$ cat src/rtl/snake_game_ctrl_if.sv
// Signal bundle between the snake game sequencer and its surroundings
// (input decoder, obstacle block, VGA). clk/reset stay outside.
interface snake_game_ctrl_if;
    logic        start;
    logic [1:0]  dir_in;
    logic        dir_valid;
    logic        stop;
    logic [39:0] head;
    logic        inc;
    logic        move_tick;
    logic [1:0]  state;
    logic [15:0] score;

    modport master (
        output start, dir_in, dir_valid, stop,
        input  head, inc, move_tick, state, score
    );

    modport slave (
        input  start, dir_in, dir_valid, stop,
        output head, inc, move_tick, state, score
    );
endinterface

$ cat src/rtl/snake_game_ctrl.sv
// Snake game sequencer: move-tick prescaler, head stepping with wall check,
// periodic inc pulse to the obstacle block and the IDLE/PLAY/OVER game FSM.
module snake_game_ctrl #(
    parameter int unsigned TICK_DIV  = 4,
    parameter int unsigned STEP      = 16,
    parameter int unsigned X_LIM     = 640,
    parameter int unsigned Y_LIM     = 480,
    parameter int unsigned START_X   = 320,
    parameter int unsigned START_Y   = 240,
    parameter int unsigned INC_EVERY = 8
) (
    input logic              clk,
    input logic              reset,
    snake_game_ctrl_if.slave bus
);
    localparam logic [1:0] S_IDLE = 2'b00;
    localparam logic [1:0] S_PLAY = 2'b01;
    localparam logic [1:0] S_OVER = 2'b10;

    localparam logic [1:0] D_UP    = 2'b00;
    localparam logic [1:0] D_DOWN  = 2'b01;
    localparam logic [1:0] D_LEFT  = 2'b10;
    localparam logic [1:0] D_RIGHT = 2'b11;

    localparam int unsigned PW = (TICK_DIV > 1) ? $clog2(TICK_DIV) : 1;
    localparam int unsigned CW = (INC_EVERY > 1) ? $clog2(INC_EVERY) : 1;

    localparam logic signed [10:0] STEP_S = 11'(STEP);
    localparam logic signed [10:0] XMAX_S = 11'(X_LIM - STEP);
    localparam logic signed [10:0] YMAX_S = 11'(Y_LIM - STEP);

    logic [1:0]    state_q, state_d;
    logic [PW-1:0] presc_q, presc_d;
    logic [9:0]    x_q, x_d;
    logic [9:0]    y_q, y_d;
    logic [1:0]    dir_q, dir_d;
    logic [CW-1:0] cnt_q, cnt_d;
    logic [15:0]   score_q, score_d;
    logic          inc_q, inc_d;
    logic          tick_q, tick_d;

    logic signed [10:0] nx, ny;
    logic               wall;

    // Candidate position is formed signed so a step past zero shows up negative.
    always_comb begin
        nx = signed'({1'b0, x_q});
        ny = signed'({1'b0, y_q});
        unique case (dir_q)
            D_UP:    ny = ny - STEP_S;
            D_DOWN:  ny = ny + STEP_S;
            D_LEFT:  nx = nx - STEP_S;
            default: nx = nx + STEP_S;
        endcase
        wall = (nx < 11'sd0) || (nx > XMAX_S) || (ny < 11'sd0) || (ny > YMAX_S);
    end

    always_comb begin
        state_d = state_q;
        presc_d = presc_q;
        x_d     = x_q;
        y_d     = y_q;
        dir_d   = dir_q;
        cnt_d   = cnt_q;
        score_d = score_q;
        inc_d   = 1'b0;
        tick_d  = 1'b0;

        // A reversal shares the axis bit and differs only in the sense bit.
        if (bus.dir_valid && !((bus.dir_in[1] == dir_q[1]) && (bus.dir_in[0] != dir_q[0])))
            dir_d = bus.dir_in;

        unique case (state_q)
            S_IDLE: begin
                presc_d = '0;
                if (bus.start) begin
                    state_d = S_PLAY;
                    x_d     = 10'(START_X);
                    y_d     = 10'(START_Y);
                    dir_d   = D_RIGHT;
                    score_d = '0;
                    cnt_d   = '0;
                end
            end
            S_PLAY: begin
                if (presc_q == PW'(TICK_DIV - 1)) begin
                    presc_d = '0;
                    if (bus.stop || wall) begin
                        state_d = S_OVER;
                    end else begin
                        x_d    = nx[9:0];
                        y_d    = ny[9:0];
                        tick_d = 1'b1;
                        if (score_q != '1)
                            score_d = score_q + 16'd1;
                        if (cnt_q == CW'(INC_EVERY - 1)) begin
                            cnt_d = '0;
                            inc_d = 1'b1;
                        end else begin
                            cnt_d = cnt_q + CW'(1);
                        end
                    end
                end else begin
                    presc_d = presc_q + PW'(1);
                    if (bus.stop) begin
                        state_d = S_OVER;
                        presc_d = '0;
                    end
                end
            end
            S_OVER: begin
                presc_d = '0;
                if (bus.start)
                    state_d = S_IDLE;
            end
            default: begin
                state_d = S_IDLE;
                presc_d = '0;
            end
        endcase
    end

    always_ff @(posedge clk) begin
        if (reset) begin
            state_q <= S_IDLE;
            presc_q <= '0;
            x_q     <= 10'(START_X);
            y_q     <= 10'(START_Y);
            dir_q   <= D_RIGHT;
            cnt_q   <= '0;
            score_q <= '0;
            inc_q   <= 1'b0;
            tick_q  <= 1'b0;
        end else begin
            state_q <= state_d;
            presc_q <= presc_d;
            x_q     <= x_d;
            y_q     <= y_d;
            dir_q   <= dir_d;
            cnt_q   <= cnt_d;
            score_q <= score_d;
            inc_q   <= inc_d;
            tick_q  <= tick_d;
        end
    end

    assign bus.head      = {x_q, y_q, x_q + 10'(STEP - 1), y_q + 10'(STEP - 1)};
    assign bus.inc       = inc_q;
    assign bus.move_tick = tick_q;
    assign bus.state     = state_q;
    assign bus.score     = score_q;
endmodule

$ cat src/flat_wrapper.sv
// flat-port wrapper written by rule: the top's interface ports become plain ports
module snake_game_ctrl_flat 
#(
    parameter int unsigned TICK_DIV  = 4,
    parameter int unsigned STEP      = 16,
    parameter int unsigned X_LIM     = 640,
    parameter int unsigned Y_LIM     = 480,
    parameter int unsigned START_X   = 320,
    parameter int unsigned START_Y   = 240,
    parameter int unsigned INC_EVERY = 8
)
  (clk, reset, bus_start, bus_dir_in, bus_dir_valid, bus_stop, bus_head, bus_inc, bus_move_tick, bus_state, bus_score);
  snake_game_ctrl_if bus_i ();
  input logic clk;
  input logic reset;
  input wire logic [$bits(bus_i.start)-1:0] bus_start;
  input wire logic [$bits(bus_i.dir_in)-1:0] bus_dir_in;
  input wire logic [$bits(bus_i.dir_valid)-1:0] bus_dir_valid;
  input wire logic [$bits(bus_i.stop)-1:0] bus_stop;
  output wire logic [$bits(bus_i.head)-1:0] bus_head;
  output wire logic [$bits(bus_i.inc)-1:0] bus_inc;
  output wire logic [$bits(bus_i.move_tick)-1:0] bus_move_tick;
  output wire logic [$bits(bus_i.state)-1:0] bus_state;
  output wire logic [$bits(bus_i.score)-1:0] bus_score;
  assign bus_i.start = bus_start;
  assign bus_i.dir_in = bus_dir_in;
  assign bus_i.dir_valid = bus_dir_valid;
  assign bus_i.stop = bus_stop;
  assign bus_head = bus_i.head;
  assign bus_inc = bus_i.inc;
  assign bus_move_tick = bus_i.move_tick;
  assign bus_state = bus_i.state;
  assign bus_score = bus_i.score;
  snake_game_ctrl #(.TICK_DIV(TICK_DIV), .STEP(STEP), .X_LIM(X_LIM), .Y_LIM(Y_LIM), .START_X(START_X), .START_Y(START_Y), .INC_EVERY(INC_EVERY)) u_core (.clk(clk), .reset(reset), .bus(bus_i));
endmodule
$ cat config.mk
export PLATFORM = sky130hd
export DESIGN_NAME = snake_game_ctrl_flat
export DESIGN_NICKNAME = d
export VERILOG_FILES = /design/src/rtl/snake_game_ctrl_if.sv /design/src/rtl/snake_game_ctrl.sv /design/src/flat_wrapper.sv
export SDC_FILE = /design/constraint.sdc
export NUM_CORES = 1
export LEC_CHECK = 0
export CAP_MARGIN = 15
export CORE_MARGIN = 5
export CORE_UTILIZATION = 55
export DETAILED_ROUTE_END_ITERATION = 7
export DONT_BUFFER_PORTS = 1
export PLACE_DENSITY = 0.73
export SYNTH_ARGS = -nofsm -noshare
export SYNTH_HDL_FRONTEND = slang
export SYNTH_SLANG_ARGS = --single-unit
$ cat constraint.sdc
create_clock -name clk -period 5.1 [get_ports clk]
set_input_delay 0.51 -clock clk [delete_from_list [all_inputs] [get_ports clk]]
set_output_delay 0.51 -clock clk [all_outputs]
set_load 0.01 [all_outputs]
# ---- Word level (Yosys, flattened, before mapping)
# Cells that the tools add are included.
dict set report op_classes {
  muxes 31
  n_addsub 9
  n_lt_le_gt_ge 4
  n_reduce_logical 17
  eq_ne 16
  bitwise_logic 2
}
# op n
set op_table {}
lappend op_table {{16-bit two-way mux} 4}
lappend op_table {{10-bit two-way mux} 6}
lappend op_table {{11-bit case mux with 2 select lines} 2}
lappend op_table {{10-bit case mux with 2 select lines} 2}
lappend op_table {{16-bit case mux with 2 select lines} 1}
lappend op_table {{10-bit by 5-bit adder with 11-bit output (second input constant)} 2}
lappend op_table {{11-bit by 1-bit less-than comparator with 1-bit output (second input constant)} 2}
lappend op_table {{10-bit by 5-bit subtractor with 11-bit output (second input constant)} 2}
lappend op_table {{10-bit by 4-bit adder with 10-bit output (second input constant)} 2}
lappend op_table {{16-bit by 1-bit adder with 16-bit output (second input constant)} 1}
lappend op_table {{2-bit two-way mux} 8}
lappend op_table {{16-bit != test (second input constant)} 1}
lappend op_table {{3-bit two-way mux} 4}
lappend op_table {{11-bit by 10-bit > comparator with 1-bit output (second input constant)} 1}
lappend op_table {{11-bit > comparator (second input constant)} 1}
lappend op_table {{4-bit AND reduction} 2}
lappend op_table {{4-bit OR reduction} 2}
lappend op_table {{2-bit == test (second input constant)} 3}
lappend op_table {{2-bit != test (second input constant)} 3}
lappend op_table {{2-bit case mux with 3 select lines} 1}
lappend op_table {{3-bit case mux with 2 select lines} 1}
lappend op_table {{5-bit AND reduction} 1}
lappend op_table {{2-bit by 1-bit == test with 1-bit output (second input constant)} 2}
lappend op_table {{2-bit logical NOT} 2}
lappend op_table {{other kinds (16)} 23}
dict set report totals {
  reg_bits 47
  input_bits 7
  word_cells 88
}

# ---- Depth between registers and ports, before layout
dict set report logic_depth {
  word_depth 11
  depth_mapped 13
}

# ---- Worst setup path after synthesis
# Ideal clock, no wire load.
dict set report synth_timing {
  path_type {reg-to-reg}
  from {register u_core.x_q[5]}
  to {register u_core.score_q[14] (netlist: u_core.bus.score[14])}
  path_slack_ns 2.241
  setup_ns 0.070
  t_required_ns 5.030
  arrival_time_ns 2.788
  stages_incl_launch_ff 13
  path_cell_list {dfxtp_1 inv_1 xnor2_1 ha_1 and4_1 a22oi_1 xnor2_1 nand2_1 a211oi_2 a31oi_1 clkbuf_1 or4_1 a21oi_1}
}
dict set report synth_via {
  elab_chain_cells 9
  word_cells_on_any_way 11
}
# item line_no
set synth_lines {}
lappend synth_lines {{start, declared} snake_game_ctrl.sv:34} ;# logic [9:0] x_q, x_d;
lappend synth_lines {{start signal, assigned} snake_game_ctrl.sv:127} ;# x_q <= 10'(START_X);
lappend synth_lines {{10-bit by 5-bit adder with 11-bit output / 10-bit by 5-bit subtractor with 11-bit output (equally long branches)} {snake_game_ctrl.sv:53, snake_game_ctrl.sv:52}}
lappend synth_lines {{11-bit case mux with 2 select lines (*)} snake_game_ctrl.sv:49} ;# unique case (dir_q)
lappend synth_lines {{11-bit by 1-bit less-than comparator with 1-bit output / 11-bit > comparator (equally long branches)} snake_game_ctrl.sv:55} ;# wall = (nx < 11'sd0) || (nx > XMAX_S) || (ny < 11'sd0) || (ny > YMAX_S);
lappend synth_lines {{1-bit logical OR (*) (3 in series)} snake_game_ctrl.sv:55}
lappend synth_lines {{1-bit logical OR (*)} snake_game_ctrl.sv:88} ;# if (bus.stop || wall) begin
lappend synth_lines {{2-bit != test (no line) (*)} -}
lappend synth_lines {{5-bit AND reduction (no line) (*)} -}
lappend synth_lines {{end signal, assigned} snake_game_ctrl.sv:141} ;# score_q <= score_d;
lappend synth_lines {{end, declared} snake_game_ctrl.sv:38} ;# logic [15:0] score_q, score_d;
# Every way passes the cells marked *; elsewhere a longest branch is shown, timed or not.
# A chain may end at the register's enable or synchronous reset.

# ---- Worst setup path in the final report
dict set report layout_timing {
  from {register u_core.dir_q[1]}
  to {register u_core.score_q[6] (netlist: u_core.bus.score[6])}
}
dict set report layout_via {
  elab_chain_cells 10
  word_cells_on_any_way 16
}
# item line_no
set layout_lines {}
lappend layout_lines {{start, declared} snake_game_ctrl.sv:36} ;# logic [1:0] dir_q, dir_d;
lappend layout_lines {{start signal, assigned} snake_game_ctrl.sv:139} ;# dir_q <= dir_d;
lappend layout_lines {{2-bit by 1-bit == test with 1-bit output / 2-bit logical NOT (equally long branches)} snake_game_ctrl.sv:49}
lappend layout_lines {{2-bit OR reduction (no line)} -}
lappend layout_lines {{11-bit case mux with 2 select lines} snake_game_ctrl.sv:49}
lappend layout_lines {{11-bit by 1-bit less-than comparator with 1-bit output / 11-bit > comparator (equally long branches)} snake_game_ctrl.sv:55}
lappend layout_lines {{1-bit logical OR (2 in series)} snake_game_ctrl.sv:55}
lappend layout_lines {{1-bit logical OR (*)} snake_game_ctrl.sv:55}
lappend layout_lines {{1-bit logical OR (*)} snake_game_ctrl.sv:88}
lappend layout_lines {{2-bit != test (no line) (*)} -}
lappend layout_lines {{5-bit AND reduction (no line) (*)} -}
# Marks and branches as above.

==> flow_summary.rst <==
.. list-table::
   :header-rows: 1

   * - Metric
     - Value
   * - TritonCTS buffer count
     - 5
   * - Number of warnings reported in the yosys synthesis log
     - 0
   * - Fraction of layout instances using a drive strength above 1
     - 4.68%
   * - CTS tree
     - done
   * - Antenna violations before repair
     - 0
   * - CP arrival
     - 4170 ps
   * - Standard cell area after detailed placement
     - 2270 sq um
   * - Sw Ratio
     - 26.7%
   * - Starting Density
     - 58.1%
   * - DPL Wire Length
     - 3690 microns
   * - Switching pwr
     - 152 uW
   * - Setup CP Type
     - reg2reg
   * - Total standard cell area after synthesis
     - 2370 sq um
   * - Number of clock sinks
     - 39
   * - Finished layout cell area
     - 2350 sq um
   * - Number of max-cap violations
     - 0
   * - Largest delay share family, worst path
     - compound AO/OA/AOI/OAI gates
   * - Setup crit start kind
     - register
   * - Flops & latches, synth
     - 39
   * - Vias after detailed routing
     - 1952
   * - Worst path buffer plus inverter count
     - 2
   * - Predominant post-synthesis flop cell
     - sky130_fd_sc_hd__dfxtp_1
   * - Global route overflow
     - 0
   * - Source-to-sink clock delay at the later pin of the worst-skew pair
     - 290 ps
   * - Cell type with the largest total area after synthesis
     - sky130_fd_sc_hd__dfxtp_1
   * - Total inserted antenna cells
     - 0
   * - Antenna Nets Post-Route
     - 0
   * - Setup bufs post-CTS
     - 0
   * - Total I/O pin count
     - 67
   * - Number of nets in the final layout
     - 295
   * - Status
     - finished, final reports clean
   * - Share of the cycle needed by the critical path after routing
     - 77.4%
   * - Sequential share of power
     - 55.4%
   * - Clock slew at reported path FFs
     - 80 ps
   * - Post-synth EDFFs
     - 0
   * - Proportion of synthesized chip area in sequential cells
     - 32.9%
   * - Hold Path Depth
     - 1
   * - Count of buffers from port buffering
     - 0
   * - Tightest Hold Check Type
     - in2reg
   * - Mean instance size in the synthesized netlist
     - 8.05 sq um
   * - Number of design rule violations left after detail routing
     - 0
   * - Critical path peak fanout
     - 29
   * - H-tree depth
     - 2
   * - First-pass iteration count of the detailed router
     - 5
   * - Violation count after the first detailed-routing iteration
     - 112
   * - P_leak
     - 0.911 nW
   * - CP Depth
     - 11
   * - Final Hold Viols
     - 0
   * - Leading post-synthesis cells by cell area
     - sky130_fd_sc_hd__dfxtp_1 (33%), sky130_fd_sc_hd__buf_4 (6.6%), sky130_fd_sc_hd__ha_1 (5.3%), sky130_fd_sc_hd__a21oi_1 (4.6%), sky130_fd_sc_hd__o21ai_0 (3.4%)
   * - Worst max-slew margin expressed relative to the limit
     - 30.2%
   * - Fraction of synthesized cell area taken by the top area cell type
     - 32.9%
   * - Largest net degree at the start of global routing
     - 30
   * - Die Ht
     - 75.7 microns
   * - Critical path, cell by cell
     - nand2b_1 > inv_1 > fa_1 > xor2_1 > or3_1 > nor3_1 > a211oi_2 > buf_4 > a31oi_2 > o21ai_0 > a21oi_1
   * - Die Width
     - 75.7 microns
   * - Full die area
     - 5730 sq um
   * - RD Place Congestion
     - 0.827
   * - Setup total negative slack
     - 0 ps
   * - Part of the total power dissipated in the clock network
     - 36.0%
   * - Slowest cell on the critical path
     - sky130_fd_sc_hd__a31oi_2
   * - Core outline area
     - 4090 sq um
   * - Via/cell ratio
     - 5.95
   * - Cells on worst reg2reg path
     - 11
   * - Combinational power share
     - 8.6%
   * - Global router's overall resource usage
     - 17.9%
   * - Gate count after technology mapping
     - 295
   * - Wirelength per Cell
     - 15.2 microns
   * - Fmax achieved
     - 253 MHz
   * - Largest vdd supply drop
     - 0.196 mV
   * - Tightest hold margin
     - 279 ps
   * - Worst endpoint required time
     - 5320 ps
   * - Slew @ Worst Pin
     - 1040 ps
   * - Hold buffer count at CTS
     - 0
   * - Count of unique library cells instantiated by Yosys
     - 50
   * - Share of flip-flops with an asynchronous set or reset
     - 0%
   * - Minimum clock period after layout
     - 3950 ps
   * - Clk root buf
     - sky130_fd_sc_hd__clkbuf_8
   * - Wire length of the first global-routing pass
     - 7960 microns
   * - Post-route clock skew
     - 5.88 ps
   * - Crit path capture type
     - register
   * - Quantity of gates resized following cts
     - 0
   * - Max-slew violation count
     - 0
   * - Power density over cell area
     - 241 nW/um^2
   * - Int Pwr
     - 416 uW
   * - Count of endpoints failing setup in the final report
     - 0
   * - Maximum count of clock buffers along a single path
     - 2
   * - Unrepaired setup endpoints after global routing
     - no
   * - Max incr delay on CP
     - 850 ps
   * - Total power of the final layout
     - 568 uW
   * - Std-Cell Rows
     - 23
   * - Via count of the first global-routing pass
     - 1723
   * - Sum of routed wire length over all layers
     - 4990 microns
   * - Synth-to-layout area growth
     - -0.791%
power groups by stage:
stage | clock [mW] | combinational, mW | sequential [mW]
after floorplan | 0 | 0.0553 | 0.317
after global placement | 0 | 0.0476 | 0.321
after detailed placement | 0 | 0.0480 | 0.322
after CTS | 0.210 | 0.0482 | 0.314
after global routing | 0.223 | 0.0549 | 0.315
final | 0.204 | 0.0488 | 0.314
cell usage in the layout (no fill, tap or decap), types with 2 or more instances in the layout:
master / n
sky130_fd_sc_hd__nand3_1: 11
sky130_fd_sc_hd__a211oi_1: 3
sky130_fd_sc_hd__a22oi_1: 2
sky130_fd_sc_hd__nor4b_1: 3
sky130_fd_sc_hd__nor3b_1: 3
sky130_fd_sc_hd__o21ai_1: 2
sky130_fd_sc_hd__nor2_1: 14
sky130_fd_sc_hd__nor4_1: 4
sky130_fd_sc_hd__or3_1: 9
sky130_fd_sc_hd__clkinv_2: 3
sky130_fd_sc_hd__clkbuf_8: 5
sky130_fd_sc_hd__dfxtp_1: 39
sky130_fd_sc_hd__a2bb2oi_1: 2
sky130_fd_sc_hd__o21ai_0: 16
sky130_fd_sc_hd__inv_1: 11
sky130_fd_sc_hd__mux2i_1: 3
sky130_fd_sc_hd__nand2b_1: 6
sky130_fd_sc_hd__and2_1: 3
sky130_fd_sc_hd__or4_1: 8
sky130_fd_sc_hd__a21o_1: 3
sky130_fd_sc_hd__and4_1: 2
sky130_fd_sc_hd__nand4_1: 4
sky130_fd_sc_hd__o211ai_1: 4
sky130_fd_sc_hd__o2bb2ai_1: 2
sky130_fd_sc_hd__a22o_1: 3
sky130_fd_sc_hd__ha_1: 10
sky130_fd_sc_hd__and3_1: 7
sky130_fd_sc_hd__nor3_1: 5
sky130_fd_sc_hd__xor2_1: 3
sky130_fd_sc_hd__o31ai_1: 5
sky130_fd_sc_hd__nor2b_1: 4
sky130_fd_sc_hd__nand2_1: 21
sky130_fd_sc_hd__a21oi_1: 22
sky130_fd_sc_hd__conb_1: 16
sky130_fd_sc_hd__xnor2_1: 5
stage by stage:
| step | setup slack [ps] | utilization, % | instances |
|---|---|---|---|
| finish | 1150 | 57.6 | 328 |
| global route | 789 | 57.6 | 328 |
| CTS | 1170 | 57.6 | 328 |
| detailed placement | 1210 | 55.6 | 320 |
| global placement | 1340 | 55.6 | 320 |
| floorplan | 2240 | - | 309 |
final timing paths:
check	from	endpoint	slack (ps)
min reg2reg	u_core.presc_q[0]	u_core.presc_q[0]	430
max reg2reg	u_core.dir_q[1]	u_core.bus.score[6]	1150
min	bus_stop	u_core.presc_q[1]	280
max	u_core.dir_q[1]	u_core.bus.score[6]	1150
cell usage after synthesis, types with 2 or more instances:
library cell	n
sky130_fd_sc_hd__mux2i_1	3
sky130_fd_sc_hd__a21oi_1	22
sky130_fd_sc_hd__buf_2	2
sky130_fd_sc_hd__buf_4	21
sky130_fd_sc_hd__inv_1	11
sky130_fd_sc_hd__xor2_1	3
sky130_fd_sc_hd__o21ai_0	16
sky130_fd_sc_hd__and3_1	7
sky130_fd_sc_hd__nand2b_1	6
sky130_fd_sc_hd__buf_1	3
sky130_fd_sc_hd__xnor2_1	5
sky130_fd_sc_hd__conb_1	2
sky130_fd_sc_hd__nor3_1	5
sky130_fd_sc_hd__or4_1	8
sky130_fd_sc_hd__o2bb2ai_1	2
sky130_fd_sc_hd__o21ai_1	2
sky130_fd_sc_hd__a211oi_1	3
sky130_fd_sc_hd__nor4b_1	3
sky130_fd_sc_hd__nand4_1	4
sky130_fd_sc_hd__and4_1	2
sky130_fd_sc_hd__and2_1	3
sky130_fd_sc_hd__a2bb2oi_1	2
sky130_fd_sc_hd__a22o_1	3
sky130_fd_sc_hd__nor4_1	4
sky130_fd_sc_hd__clkbuf_1	14
sky130_fd_sc_hd__nand3_1	11
sky130_fd_sc_hd__nor3b_1	3
sky130_fd_sc_hd__a31oi_1	2
sky130_fd_sc_hd__nand2_1	21
sky130_fd_sc_hd__nor2b_1	4
sky130_fd_sc_hd__o211ai_1	4
sky130_fd_sc_hd__dfxtp_1	39
sky130_fd_sc_hd__a22oi_1	2
sky130_fd_sc_hd__or3_1	9
sky130_fd_sc_hd__ha_1	10
sky130_fd_sc_hd__o31ai_1	5
sky130_fd_sc_hd__nor2_1	14
sky130_fd_sc_hd__a21o_1	3
sequential cells by signal, indices dropped and copies added (netlist names):
register,flops
u_core.bus.inc,1
u_core.bus.move_tick,1
u_core.bus.score,16
u_core.bus.state,2
u_core.cnt_q,3
u_core.dir_q,2
u_core.presc_q,2
u_core.x_q,6
u_core.y_q,6
layout make-up:
cell class                      instances  area, sq um
Fill cell                             397         1730
Multi-Input combinational cell        219         1380
Sequential cell                        39          781
Clock buffer                            5         68.8
Tap cell                               50         62.6
Inverter                               11         41.3
Clock inverter                          3         15.0
Timing Repair Buffer                    1         7.51
layer usage:
layer  track usage (%)  wire [microns]
met1              22.6            2200
met2              29.1            2300
met3              6.20             422
met4              5.24              55
met5                 0               0
cells by family (layout without fill, tap and decap cells):
group           Yosys count  in the layout  synth area share, %
fa+ha+maj                11             11                 6.11
mux                       4              4                 1.74
simple gates            107            107                 25.0
xor+xnor                  8              8                 2.95
other cells               2             16                0.316
compound gates           73             73                 19.5
buf+inv                  51             20                 11.5
flops                    39             39                 32.9
No activity file was read; power rests on OpenSTA's default activity.
